$ cat src/rtl/ps2_pkg.sv
// Shared definitions for the PS/2 key event receiver: prefix byte values,
// receiver state encoding, event record layout and a parity helper.
package ps2_pkg;

   localparam logic [7:0]  PS2_EXT_PREFIX = 8'hE0;
   localparam logic [7:0]  PS2_REL_PREFIX = 8'hF0;
   localparam int unsigned EVT_W          = 10;

   typedef enum logic [1:0] {
      IDLE  = 2'd0,
      SHIFT = 2'd1,
      CHECK = 2'd2
   } rx_state_e;

   // One queued key event; field order matches {ext, rel, code}.
   typedef struct packed {
      logic       ext;
      logic       rel;
      logic [7:0] code;
   } ps2_evt_t;

   // True when data bits plus parity bit hold an odd number of ones.
   function automatic logic odd_parity_ok(input logic [8:0] bits);
      return ^bits;
   endfunction

endpackage

$ cat src/rtl/ps2_evt_fifo.sv
// Event FIFO with a registered head.
// Ports:
//   clk, clrn      clock, asynchronous active-low reset
//   push, wdata    write request and record
//   pop            consumer ready; only acts while rvalid is high
//   rvalid, rdata  registered head-valid flag and head record
//   drop_c         combinational: a push was refused because the FIFO was full
module ps2_evt_fifo #(
   parameter int unsigned FIFO_DEPTH = 8,
   parameter int unsigned WIDTH      = 10
) (
   input  logic             clk,
   input  logic             clrn,
   input  logic             push,
   input  logic [WIDTH-1:0] wdata,
   input  logic             pop,
   output logic             rvalid,
   output logic [WIDTH-1:0] rdata,
   output logic             drop_c
);

   localparam int unsigned PTR_W = $clog2(FIFO_DEPTH);
   localparam int unsigned CNT_W = PTR_W + 1;

   logic [WIDTH-1:0] mem [FIFO_DEPTH];
   logic [PTR_W-1:0] wr_ptr;
   logic [PTR_W-1:0] rd_ptr;
   logic [PTR_W-1:0] rd_next_c;
   logic [CNT_W-1:0] count;
   logic [CNT_W-1:0] count_next_c;
   logic             full_c;
   logic             pop_acc_c;
   logic             push_acc_c;

   // Accept/refuse decisions; a pop frees a slot for a push in the same cycle.
   always_comb begin
      full_c       = (count == CNT_W'(FIFO_DEPTH));
      pop_acc_c    = pop & rvalid;
      push_acc_c   = push & (~full_c | pop_acc_c);
      drop_c       = push & ~push_acc_c;
      rd_next_c    = rd_ptr + PTR_W'(pop_acc_c);
      count_next_c = count + CNT_W'(push_acc_c) - CNT_W'(pop_acc_c);
   end

   // Pointers, occupancy and the registered head.
   always_ff @(posedge clk or negedge clrn) begin
      if (!clrn) begin
         wr_ptr <= '0;
         rd_ptr <= '0;
         count  <= '0;
         rvalid <= 1'b0;
         rdata  <= '0;
      end else begin
         if (push_acc_c) begin
            wr_ptr <= wr_ptr + PTR_W'(1);
         end
         rd_ptr <= rd_next_c;
         count  <= count_next_c;
         rvalid <= (count_next_c != '0);
         // The next head is the record being written when it lands in the head slot.
         if (count_next_c != '0) begin
            rdata <= (push_acc_c && (rd_next_c == wr_ptr)) ? wdata : mem[rd_next_c];
         end
      end
   end

   // Storage array.
   always_ff @(posedge clk) begin
      if (push_acc_c) begin
         mem[wr_ptr] <= wdata;
      end
   end

endmodule

$ cat src/rtl/ps2_key_event_rx.sv
// PS/2 keyboard receiver: synchronises the raw bus, deframes 11-bit frames,
// folds E0/F0 prefixes into flags and queues key events.
// Ports:
//   clk, clrn                 clock, asynchronous active-low reset
//   ps2_clk, ps2_data         raw PS/2 bus (asynchronous)
//   evt_valid, evt_ready      event handshake
//   evt_code/release/ext      head event fields
//   overflow, overflow_clr    sticky drop flag and its synchronous clear
//   frame_err                 one-cycle pulse on a rejected or aborted frame
module ps2_key_event_rx
   import ps2_pkg::*;
#(
   parameter int unsigned FIFO_DEPTH  = 8,
   parameter int unsigned TIMEOUT_CYC = 50000
) (
   input  logic       clk,
   input  logic       clrn,
   input  logic       ps2_clk,
   input  logic       ps2_data,
   output logic       evt_valid,
   input  logic       evt_ready,
   output logic [7:0] evt_code,
   output logic       evt_release,
   output logic       evt_ext,
   output logic       overflow,
   input  logic       overflow_clr,
   output logic       frame_err
);

   localparam int unsigned SYNC_N     = 3;
   localparam int unsigned FRAME_BITS = 10;
   localparam int unsigned TMO_W      = $clog2(TIMEOUT_CYC + 1);

   logic [SYNC_N-1:0] clk_sync;
   logic [SYNC_N-1:0] data_sync;
   logic              clk_prev;
   logic              fall_c;
   logic              data_s_c;

   rx_state_e         state;
   logic [3:0]        bit_cnt;
   logic [9:0]        frame_sr;
   logic [TMO_W-1:0]  tmo_cnt;
   logic              pending_ext;
   logic              pending_rel;

   logic [7:0]        rx_byte_c;
   logic              frame_ok_c;
   logic              push_c;
   ps2_evt_t          push_evt_c;
   logic              drop_c;
   logic [EVT_W-1:0]  head_bits;
   ps2_evt_t          head_evt;

   // Bus synchronisers; clk_prev provides the edge-detect history.
   always_ff @(posedge clk or negedge clrn) begin
      if (!clrn) begin
         clk_sync  <= '1;
         data_sync <= '1;
         clk_prev  <= 1'b1;
      end else begin
         clk_sync  <= {clk_sync[SYNC_N-2:0], ps2_clk};
         data_sync <= {data_sync[SYNC_N-2:0], ps2_data};
         clk_prev  <= clk_sync[SYNC_N-1];
      end
   end

   assign fall_c   = clk_prev & ~clk_sync[SYNC_N-1];
   assign data_s_c = data_sync[SYNC_N-1];

   // Frame decode; frame_sr holds {stop, parity, data[7:0]} after the last shift.
   always_comb begin
      rx_byte_c       = frame_sr[7:0];
      frame_ok_c      = odd_parity_ok(frame_sr[8:0]) & frame_sr[9];
      push_evt_c.ext  = pending_ext;
      push_evt_c.rel  = pending_rel;
      push_evt_c.code = rx_byte_c;
      push_c          = 1'b0;
      if ((state == CHECK) && frame_ok_c &&
          (rx_byte_c != PS2_EXT_PREFIX) && (rx_byte_c != PS2_REL_PREFIX)) begin
         push_c = 1'b1;
      end
   end

   // Receiver FSM with timeout and prefix tracking.
   always_ff @(posedge clk or negedge clrn) begin
      if (!clrn) begin
         state       <= IDLE;
         bit_cnt     <= '0;
         frame_sr    <= '0;
         tmo_cnt     <= '0;
         pending_ext <= 1'b0;
         pending_rel <= 1'b0;
         frame_err   <= 1'b0;
      end else begin
         frame_err <= 1'b0;
         case (state)
            IDLE: begin
               if (fall_c) begin
                  if (!data_s_c) begin
                     state   <= SHIFT;
                     bit_cnt <= '0;
                     tmo_cnt <= '0;
                  end else begin
                     frame_err <= 1'b1;
                  end
               end
            end
            SHIFT: begin
               if (fall_c) begin
                  frame_sr <= {data_s_c, frame_sr[9:1]};
                  tmo_cnt  <= '0;
                  bit_cnt  <= bit_cnt + 4'd1;
                  if (bit_cnt == 4'(FRAME_BITS - 1)) begin
                     state <= CHECK;
                  end
               end else if (tmo_cnt == TMO_W'(TIMEOUT_CYC - 1)) begin
                  state     <= IDLE;
                  tmo_cnt   <= '0;
                  frame_err <= 1'b1;
               end else begin
                  tmo_cnt <= tmo_cnt + TMO_W'(1);
               end
            end
            CHECK: begin
               state <= IDLE;
               if (!frame_ok_c) begin
                  frame_err <= 1'b1;
               end else if (rx_byte_c == PS2_EXT_PREFIX) begin
                  pending_ext <= 1'b1;
               end else if (rx_byte_c == PS2_REL_PREFIX) begin
                  pending_rel <= 1'b1;
               end else begin
                  pending_ext <= 1'b0;
                  pending_rel <= 1'b0;
               end
            end
            default: state <= IDLE;
         endcase
      end
   end

   // Sticky overflow; a drop wins over a same-cycle clear.
   always_ff @(posedge clk or negedge clrn) begin
      if (!clrn) begin
         overflow <= 1'b0;
      end else if (drop_c) begin
         overflow <= 1'b1;
      end else if (overflow_clr) begin
         overflow <= 1'b0;
      end
   end

   ps2_evt_fifo #(
      .FIFO_DEPTH (FIFO_DEPTH),
      .WIDTH      (EVT_W)
   ) u_fifo (
      .clk    (clk),
      .clrn   (clrn),
      .push   (push_c),
      .wdata  (push_evt_c),
      .pop    (evt_ready),
      .rvalid (evt_valid),
      .rdata  (head_bits),
      .drop_c (drop_c)
   );

   assign head_evt    = ps2_evt_t'(head_bits);
   assign evt_code    = head_evt.code;
   assign evt_release = head_evt.rel;
   assign evt_ext     = head_evt.ext;

endmodule

$ cat config.mk
export PLATFORM = sky130hd
export DESIGN_NAME = ps2_key_event_rx
export DESIGN_NICKNAME = d
export VERILOG_FILES = /design/src/rtl/ps2_pkg.sv /design/src/rtl/ps2_evt_fifo.sv /design/src/rtl/ps2_key_event_rx.sv
export SDC_FILE = /design/constraint.sdc
export NUM_CORES = 1
export LEC_CHECK = 0
export CAP_MARGIN = 20
export CORE_ASPECT_RATIO = 1.25
export CORE_MARGIN = 2
export CORE_UTILIZATION = 45
export DETAILED_ROUTE_END_ITERATION = 10
export RECOVER_POWER = 50
export SETUP_SLACK_MARGIN = 0.1
export SYNTH_ARGS = -nofsm -noshare
export SYNTH_HDL_FRONTEND = slang
export SYNTH_SLANG_ARGS = --single-unit
$ cat constraint.sdc
create_clock -name clk -period 6.1 [get_ports clk]
set_clock_uncertainty 0.2 [all_clocks]
set_input_delay 0.61 -clock clk [delete_from_list [all_inputs] [get_ports clk]]
set_output_delay 0.61 -clock clk [all_outputs]
set_load 0.1 [all_outputs]
==> impl_metrics.json, run 1 <==
{
  "drive_gt1_frac": 0.201,
  "drv_slew": 65,
  "final_util": 0.532,
  "final_common_cell": "edfxtp_1",
  "critPathMaxFanout": 25,
  "grt_max_degree": 65,
  "port_buffers": 18,
  "finalHoldWorstSlack_ps": 154,
  "ys_ff_latch": 144,
  "rsz0062_at_grt": "no",
  "placed_cell_area_um2": 6630,
  "p_leak_nw": 2.73,
  "post-route-min-period_ps": 4170,
  "layout.nets": 488,
  "worst_slew_pin_slew_ps": 3530,
  "core_um2": 13700,
  "post_cts_buffers": 0,
  "syn2layout_area_growth_pct": 16.5,
  "io_pins": 19,
  "synth_nets": 457,
  "start_util": 0.456,
  "timing.final.ws_setup_ps": 1930,
  "gp_congestion": 0.824,
  "wl_um": 12600,
  "fmax_mhz": 240,
  "p_per_area_nw_per_um2": 502,
  "net-switching-power_mw": 1.26,
  "setup_viol": 0,
  "nFillCells": 1151,
  "netlist_instances": 434,
  "clkPwrFrac": 0.300,
  "synth_flop_cell": "edfxtp_1",
  "diodes": 0,
  "die_width_um": 109,
  "cp.required_ps": 6220,
  "grt_pass1_wl_um": 20800,
  "htreeDepth": 4,
  "drc": 0,
  "drt_pass1_iterations": 5,
  "final_area_um2": 7280,
  "fin_tns_setup_ps": 0,
  "finalPower_mw": 3.66,
  "hold_buffers": 0,
  "die_y_um": 136,
  "worstPathArrival_ps": 4280,
  "num_rows": 48,
  "cts_max_path_buffers": 2,
  "grt_pass1_vias": 3737,
  "place_ws_ps": 1960,
  "antenna_found_initial": 0,
  "p_comb_frac": 0.344,
  "synth-edff-count": 80,
  "cts-root-buf": "clkbuf_16",
  "worstHoldPathType": "reg2reg",
  "mostFrequentLayoutCells": "edfxtp_1, dfrtp_1, nand2_1, o21ai_0, inv_1",
  "wire_per_inst_um": 19.3,
  "clk_pin_slew_ps": 60,
  "fp.dieArea_um2": 14800,
  "internal_power_mw": 2.40,
  "syn_area_um2": 6250,
  "crit_path_end_kind": "flip-flop",
  "cts_made_buffers": 17,
  "maxCapViolCount": 1,
  "multi_input_area_um2": 2060,
  "register_area_um2": 4010,
  "finalHoldViolCount": 0,
  "fin_crit_sh": 0.683,
  "grt.overflow.total": 0,
  "via_per_inst": 5.54,
  "max_slew_margin": -1.36,
  "cts.repair.resized": 0,
  "avgSynthCellArea_um2": 14.4,
  "gr-usage-all-layers": 0.192,
  "p_seq_frac": 0.356,
  "cts_num_sinks": 144,
  "first_iter_violations": 229,
  "hpwl_um": 8240,
  "yosys_warnings": 0,
  "start_kind": "flip-flop",
  "vias": 3617,
  "synth.yosys.seq_area_share": 0.642,
  "clkLatencyLatePin_ps": 420,
  "swShare": 0.344,
  "fin_cells": 653,
  "worst-setup-path-type": "reg2reg",
  "synth.distinct_cells": 50,
  "outcome": "complete, but fails checks",
  "final_antenna_net_count": 0,
  "cts_tree": "built",
  "numPlacedInstances": 619,
  "async_flop_share": 0.444,
  "violations": "max-capacitance violations, max-slew violations",
  "ir_worst_vdd_v": 0.000305
}
[layout make-up]
| cell class | count | area share |
|---|---|---|
| clock inverters | 15 | 0.0287 |
| inverters | 23 | 0.0119 |
| well taps | 175 | 0.0301 |
| clock buffers | 17 | 0.0584 |
| repair buffers | 30 | 0.0369 |
| multi-input cells | 249 | 0.283 |
| flip-flops and latches | 144 | 0.551 |
[final timing paths]
| kind | startpoint | end | slack, ps | cells after the start |
|---|---|---|---|---|
| min | data_sync[0]$_DFF_PN1_ | data_sync[1]$_DFF_PN1_ | 150 | 0 |
| min reg2reg | data_sync[0]$_DFF_PN1_ | data_sync[1]$_DFF_PN1_ | 150 | 0 |
| max in group asynchronous | clrn | u_fifo.rdata[5]$_DFFE_PN0P_ | 2400 | 2 |
| min in group asynchronous | clrn | tmo_cnt[11]$_DFFE_PN0P_ | 1280 | 2 |
| max reg2reg | frame_sr[2]$_DFFE_PN0P_ | u_fifo.rdata[1]$_DFFE_PN0P_ | 1930 | 13 |
| max | frame_sr[2]$_DFFE_PN0P_ | u_fifo.rdata[1]$_DFFE_PN0P_ | 1930 | 13 |
[critical path: stages, from the launching register on]
cell and delay (ps):
dfrtp_1 520, inv_1 140, ha_1 320, xnor2_1 320, xnor2_2 200, and4b_2 340, ha_1 190, inv_1 50
fa_1 510, nand2b_1 80, nor3b_1 160, mux2_2 460, inv_1 240, a311oi_1 310
[sequential cells by signal, indices dropped and copies added, names as in the netlist, 2 cells and up]
name	cells
bit_cnt	4
clk_sync	3
data_sync	3
frame_sr	10
state	2
tmo_cnt	16
u_fifo.count	4
u_fifo.mem	80
u_fifo.rd_ptr	3
u_fifo.rdata	10
u_fifo.wr_ptr	3
[per-layer routing]
| layer | vias up | routed length (um) | track usage |
|---|---|---|---|
| met3 | 7 | 452 | 0.0418 |
| met2 | 71 | 6490 | 0.304 |
| met4 | 0 | 92 | 0.0654 |
| met5 | - | 0 | 0 |
| met1 | 1837 | 5580 | 0.262 |
| li1 | 1702 | - | - |
[logic make-up (layout without fill, tap and decap cells)]
logic type,count (synthesis),after routing,synth area share
XOR/XNOR,12,12,0.0204
buffers and inverters,41,85,0.0292
adder cells (fa/ha/maj),17,17,0.0352
multiplexers,39,39,0.106
AO/OA/AOI/OAI,70,70,0.0735
flip-flops,144,144,0.642
AND/OR/NAND/NOR,111,111,0.0929
[synth_stat cells, drive strengths merged (3+ instances only)]
| cell | n | area (um^2) |
|---|---|---|
| a211oi | 10 | 75.1 |
| inv | 23 | 86.3 |
| nand3 | 9 | 45.0 |
| o41ai | 3 | 26.3 |
| mux4 | 20 | 450 |
| and3 | 3 | 18.8 |
| nand2b | 7 | 43.8 |
| ha | 16 | 200 |
| a311oi | 6 | 52.6 |
| o21ai | 28 | 140 |
| nor4 | 3 | 25.0 |
| mux2 | 19 | 214 |
| nor2 | 20 | 75.1 |
| nand2 | 29 | 109 |
| buf | 11 | 70.1 |
| a22o | 3 | 26.3 |
| dfstp | 7 | 184 |
| nor2b | 6 | 37.5 |
| clkbuf | 7 | 26.3 |
| a221oi | 4 | 35.0 |
| edfxtp | 80 | 2400 |
| a21oi | 7 | 35.0 |
| xor2 | 3 | 26.3 |
| a21o | 4 | 30.0 |
| dfrtp | 57 | 1430 |
| xnor2 | 8 | 77.6 |
| nor3 | 17 | 85.1 |
[power by group through the flow]
stage | Clock [mW] | Combinational, mW | Sequential [mW]
final | 1.10 | 1.26 | 1.30
after global routing | 1.16 | 1.37 | 1.32
after detailed placement | 0 | 1.26 | 1.32
after floorplan | 0 | 0.793 | 1.49
after CTS | 1.12 | 1.27 | 1.31
after global placement | 0 | 1.24 | 1.32
Note: power is estimated with default switching activity, not from simulation.
==> run 2: changes to the inputs <==
==> constraint.sdc (replaced) <==
create_clock -name clk -period 3.6 [get_ports clk]
set_clock_uncertainty 0.2 [all_clocks]
set_input_delay 0.36 -clock clk [delete_from_list [all_inputs] [get_ports clk]]
set_output_delay 0.36 -clock clk [all_outputs]
set_load 0.1 [all_outputs]
==> impl_metrics.json, run 2 (synthesis results as in run 1) <==
{
  "outcome": "complete, but fails checks",
  "violations": "max-capacitance violations, max-slew violations",
  "cts_max_path_buffers": 2,
  "rsz0062_at_grt": "yes",
  "regMostFlops": "u_fifo.mem",
  "gr-usage-all-layers": 0.198,
  "drv_slew": 42,
  "fmax_mhz": 282,
  "cts-root-buf": "clkbuf_16",
  "p_per_area_nw_per_um2": 881,
  "final_util": 0.557,
  "r2r-end": "u_fifo.rdata[4]$_DFFE_PN0P_",
  "grt_pass1_vias": 3904,
  "core_um2": 13700,
  "numPlacedInstances": 634,
  "final_area_um2": 7630,
  "fin_crit_sh": 0.985,
  "r2r_start": "frame_sr[7]$_DFFE_PN0P_",
  "htreeDepth": 4,
  "post-route-min-period_ps": 3550,
  "die_y_um": 136,
  "maxCapViolCount": 1,
  "finalHoldViolCount": 0,
  "worstHoldPathType": "in2async",
  "place_ws_ps": -21.1,
  "fp.dieArea_um2": 14800,
  "fin_cells": 677,
  "grt_max_degree": 47,
  "syn2layout_area_growth_pct": 22.2,
  "ir_worst_vdd_v": 0.000515,
  "largest_reg_flops": 80,
  "num_rows": 48,
  "crit_path_end_kind": "flip-flop",
  "grt_pass1_wl_um": 21200,
  "mostFrequentLayoutCells": "edfxtp_1, dfrtp_1, nand2_1, o21ai_0, buf_4",
  "fin_tns_setup_ps": 0,
  "finalHoldWorstSlack_ps": 145,
  "max_slew_margin": -0.271,
  "port_buffers": 18,
  "vias": 3802,
  "final_common_cell": "edfxtp_1",
  "hpwl_um": 8230,
  "cp.required_ps": 3660,
  "placed_cell_area_um2": 6790,
  "via_per_inst": 5.62,
  "r2r_setup_slack_ps": 50,
  "cts_num_sinks": 144,
  "drt_pass1_iterations": 4,
  "final_antenna_net_count": 0,
  "drc": 0,
  "clk_pin_slew_ps": 60,
  "clkLatencyLatePin_ps": 410,
  "cts_made_buffers": 17,
  "r2r.worst_path.cells": 11,
  "critPathMaxFanout": 8,
  "start_kind": "flip-flop",
  "worstPathArrival_ps": 3610,
  "finalPower_mw": 6.72,
  "cts_tree": "built",
  "timing.final.ws_setup_ps": 54.0,
  "start_util": 0.456,
  "antenna_found_initial": 0,
  "setup_viol": 0,
  "p_leak_nw": 2.88,
  "wl_um": 13100,
  "wire_per_inst_um": 19.3,
  "grt.overflow.total": 0,
  "gp_congestion": 0.824,
  "reg_top3": "u_fifo.mem (80), tmo_cnt (16)",
  "worst-setup-path-type": "reg2reg",
  "die_width_um": 109,
  "layout.nets": 513,
  "io_pins": 19,
  "drive_gt1_frac": 0.269,
  "first_iter_violations": 164,
  "worst_slew_pin_slew_ps": 1910,
  "diodes": 0
}
## run 2: changes by cell type in the layout (fill, tap and decap cells not counted), moves of 4 or more
cell / previous run / this run
a211oi_1: 10 / 6
buf_4: 10 / 24
clkbuf_1: 1 / 9
a311oi_1: 6 / 1
a211oi_2: 0 / 4
a311oi_2: 0 / 5
## run 2: worst max-delay path by stage
| stage | depth (start not counted) | slack (ps) | startpoint | end |
|---|---|---|---|---|
| after detailed placement | 13 | -20 | frame_sr[4]$_DFFE_PN0P_ | u_fifo.rdata[0]$_DFFE_PN0P_ |
| final | 11 | 50 | frame_sr[7]$_DFFE_PN0P_ | u_fifo.rdata[4]$_DFFE_PN0P_ |
| after floorplan | 15 | 110 | frame_sr[4]$_DFFE_PN0P_ | u_fifo.rdata[7]$_DFFE_PN0P_ |
| after global routing | 11 | -80 | frame_sr[4]$_DFFE_PN0P_ | u_fifo.rdata[4]$_DFFE_PN0P_ |
| after CTS | 13 | 70 | frame_sr[4]$_DFFE_PN0P_ | u_fifo.rdata[4]$_DFFE_PN0P_ |
| after global placement | 13 | 60 | frame_sr[4]$_DFFE_PN0P_ | u_fifo.rdata[4]$_DFFE_PN0P_ |
## run 2: where the power goes
part / internal [mW] / switching [mW] / leakage, nW
registers: 2.00 / 0.142 / 1.54
logic: 1.25 / 1.51 / 1.04
clock network: 1.16 / 0.665 / 0.301
## run 2: area by class of cell
| class | count | area, um^2 |
|---|---|---|
| clock buffer | 18 | 429 |
| tap | 175 | 219 |
| sequential | 144 | 4020 |
| inverter | 23 | 92.6 |
| fill | 1116 | 6060 |
| clock inverter | 13 | 186 |
| timing repair buffer | 53 | 440 |
| multi-input combinational | 251 | 2250 |
## run 2: repair_timing
action / CTS / global route
pin swaps: 3 / 11
cloned: 1 / 1
gates resized for setup: 7 / 18
endpoints found under the setup margin: 7 / 10
endpoints found under the hold margin: 37 / 0
hold buffers: 1 / 0
setup buffers: 2 / 5
## run 2: per-layer routing
layer | GRT usage | wire (um) | vias up
li1 | - | - | 1757
met1 | 0.243 | 5370 | 1951
met2 | 0.331 | 6970 | 72
met3 | 0.0467 | 408 | 22
met4 | 0.0858 | 334 | 0
met5 | 0 | 0 | -
## run 2: worst max-delay path, stage by stage, from the launching register on
cell and delay [ps]:
dfrtp_1 410, ha_4 260, xnor3_2 370, xnor2_2 150
and4b_2 240, ha_4 160, a21o_1 150, a21oi_1 560
mux2_4 410, buf_12 160, a211oi_1 250, a311oi_2 70
==> run 3: changes to the inputs <==
--- a/config.mk
+++ b/config.mk
@@ -12,6 +12,7 @@
 export DETAILED_ROUTE_END_ITERATION = 10
 export RECOVER_POWER = 50
 export SETUP_SLACK_MARGIN = 0.1
+export SLEW_MARGIN = 10
 export SYNTH_ARGS = -nofsm -noshare
 export SYNTH_HDL_FRONTEND = slang
 export SYNTH_SLANG_ARGS = --single-unit
==> impl_metrics.json, run 3 (synthesis results as in run 1) <==
{
  "drv_slew": 0,
  "final_util": 0.558,
  "worst-setup-path-type": "reg2reg",
  "worst_slew_pin_slew_ps": 981,
  "worstHoldPathType": "reg2reg",
  "grt.met2_usage": 0.331,
  "finalPower_mw": 6.73,
  "p_per_area_nw_per_um2": 880,
  "port_buffers": 18,
  "critPathMaxFanout": 8,
  "fin_crit_sh": 0.987,
  "fmax_mhz": 281,
  "crit_chain": "ha_4 > xnor3_2 > xnor2_2 > and4b_2 > ha_4 > a21o_1 > a21oi_1 > mux2_4 > buf_12 > a211oi_1 > a311oi_2",
  "holdPathEnd": "data_sync[1]$_DFF_PN1_",
  "cts_num_sinks": 144,
  "grt.overflow.total": 0,
  "r2r.worst_path.cells": 11,
  "r2r_setup_slack_ps": 50,
  "register_area_um2": 4020,
  "io_pins": 19,
  "r2r_start": "frame_sr[7]$_DFFE_PN0P_",
  "p_leak_nw": 2.88,
  "hp-start": "data_sync[0]$_DFF_PN1_",
  "met1_usage": 0.243,
  "cts_max_path_buffers": 2,
  "die_width_um": 109,
  "path_common_cell": "ha_4",
  "grt_max_degree": 47,
  "regMostFlops": "u_fifo.mem",
  "r2r-end": "u_fifo.rdata[4]$_DFFE_PN0P_",
  "diodes": 0,
  "htreeDepth": 4,
  "top_usage_layer": "met2",
  "first_iter_violations": 146,
  "drc": 0,
  "cp.required_ps": 3660,
  "wire_per_inst_um": 19.3,
  "setup_viol": 0,
  "wl_um": 13100,
  "vias": 3765,
  "hpwl_um": 8230,
  "post-route-min-period_ps": 3550,
  "hold_depth": 0,
  "multi_input_area_um2": 2250,
  "cts-root-buf": "clkbuf_16",
  "worstPathArrival_ps": 3620,
  "core_um2": 13700,
  "reg_top3": "u_fifo.mem (80), tmo_cnt (16)",
  "largest_reg_flops": 80,
  "final_antenna_net_count": 0,
  "start_kind": "flip-flop",
  "finalHoldViolCount": 0,
  "num_rows": 48,
  "max_slew_margin": 0.344,
  "ir_worst_vdd_v": 0.000515,
  "gp_congestion": 0.824,
  "grt_pass1_vias": 3904,
  "cpMaxStageDelayCell": "a21oi_1",
  "crit_path_end_kind": "flip-flop",
  "via_per_inst": 5.56,
  "fin_cells": 677,
  "cts_tree": "built",
  "final_area_um2": 7640,
  "grt_pass1_wl_um": 21200,
  "maxCapViolCount": 0,
  "syn2layout_area_growth_pct": 22.4,
  "numPlacedInstances": 634,
  "mostFrequentLayoutCells": "edfxtp_1, dfrtp_1, nand2_1, o21ai_0, buf_4",
  "die_y_um": 136,
  "final_common_cell": "edfxtp_1",
  "clk_pin_slew_ps": 60,
  "drive_gt1_frac": 0.273,
  "fp.dieArea_um2": 14800,
  "start_util": 0.456,
  "cp_slowest_stage_delay_ps": 570,
  "outcome": "finished, final reports clean",
  "rsz0062_at_grt": "yes",
  "grtUsageMet3": 0.0467,
  "drt_pass1_iterations": 4,
  "gr-usage-all-layers": 0.198,
  "cts_made_buffers": 17,
  "placed_cell_area_um2": 6790,
  "nFillCells": 1113,
  "clkLatencyLatePin_ps": 410,
  "antenna_found_initial": 0,
  "layout.nets": 513
}
## run 3: changes by cell type in the layout (fill, tap and decap cells not counted), sizes merged
cell	delta
buf	+2
clkdlybuf4s25	-1
clkbuf	-1
## run 3: cell type report
cell class              count  share of cell area
flip-flops and latches    144               0.525
multi-input cells         251               0.294
repair buffers             53              0.0594
clock buffers              18              0.0561
well taps                 175              0.0286
clock inverters            13              0.0244
inverters                  23              0.0121
## run 3: worst max-delay path by stage
stage                            start                          end  slack [ps]
2_1_floorplan  frame_sr[4]$_DFFE_PN0P_  u_fifo.rdata[7]$_DFFE_PN0P_         110
4_1_cts        frame_sr[4]$_DFFE_PN0P_  u_fifo.rdata[4]$_DFFE_PN0P_          70
3_5_place_dp   frame_sr[4]$_DFFE_PN0P_  u_fifo.rdata[0]$_DFFE_PN0P_         -20
5_1_grt        frame_sr[4]$_DFFE_PN0P_  u_fifo.rdata[4]$_DFFE_PN0P_         -80
3_3_place_gp   frame_sr[4]$_DFFE_PN0P_  u_fifo.rdata[4]$_DFFE_PN0P_          60
6_report       frame_sr[7]$_DFFE_PN0P_  u_fifo.rdata[4]$_DFFE_PN0P_          50
## run 3: repair_timing
item                                    CTS  global route
resized for setup                         7            18
setup buffers                             2             5
endpoints found under the setup margin    7            10
pin swaps                                 3            11
hold buffers                              1             0
endpoints found under the hold margin    37             0
cloned                                    1             1
## run 3: through the flow
step | hold slack, ps | worst slack (ps) | TNS (ps)
after floorplan | -136 | 109 | 0
after global placement | 146 | 62.8 | 0
after detailed placement | 147 | -21.1 | -30.2
after CTS | 131 | 73.6 | 0
after global routing | 163 | -82.2 | -403
final | 155 | 46.5 | 0
## run 3: layer usage
layer,wire (um),up-vias
li1,-,1760
met2,6970,65
met1,5380,1920
met4,314,0
met3,407,20
met5,0,-
## run 3: power by group
| part | internal [mW] | switching, mW |
|---|---|---|
| Combinational | 1.25 | 1.51 |
| Sequential | 2.00 | 0.142 |
| Clock | 1.16 | 0.663 |
| Total | 4.41 | 2.32 |
## run 3: critical path, delay by kind of cell, from the launching register on
| family | cells | cell delay, ps |
|---|---|---|
| buffers and inverters | 1 | 160 |
| adders and majority gates | 2 | 420 |
| AOI/OAI and AO/OA | 4 | 1040 |
| xor gates and xnor gates | 2 | 520 |
| DFF | 1 | 410 |
| muxes | 1 | 410 |
| and+or+nand+nor | 1 | 240 |
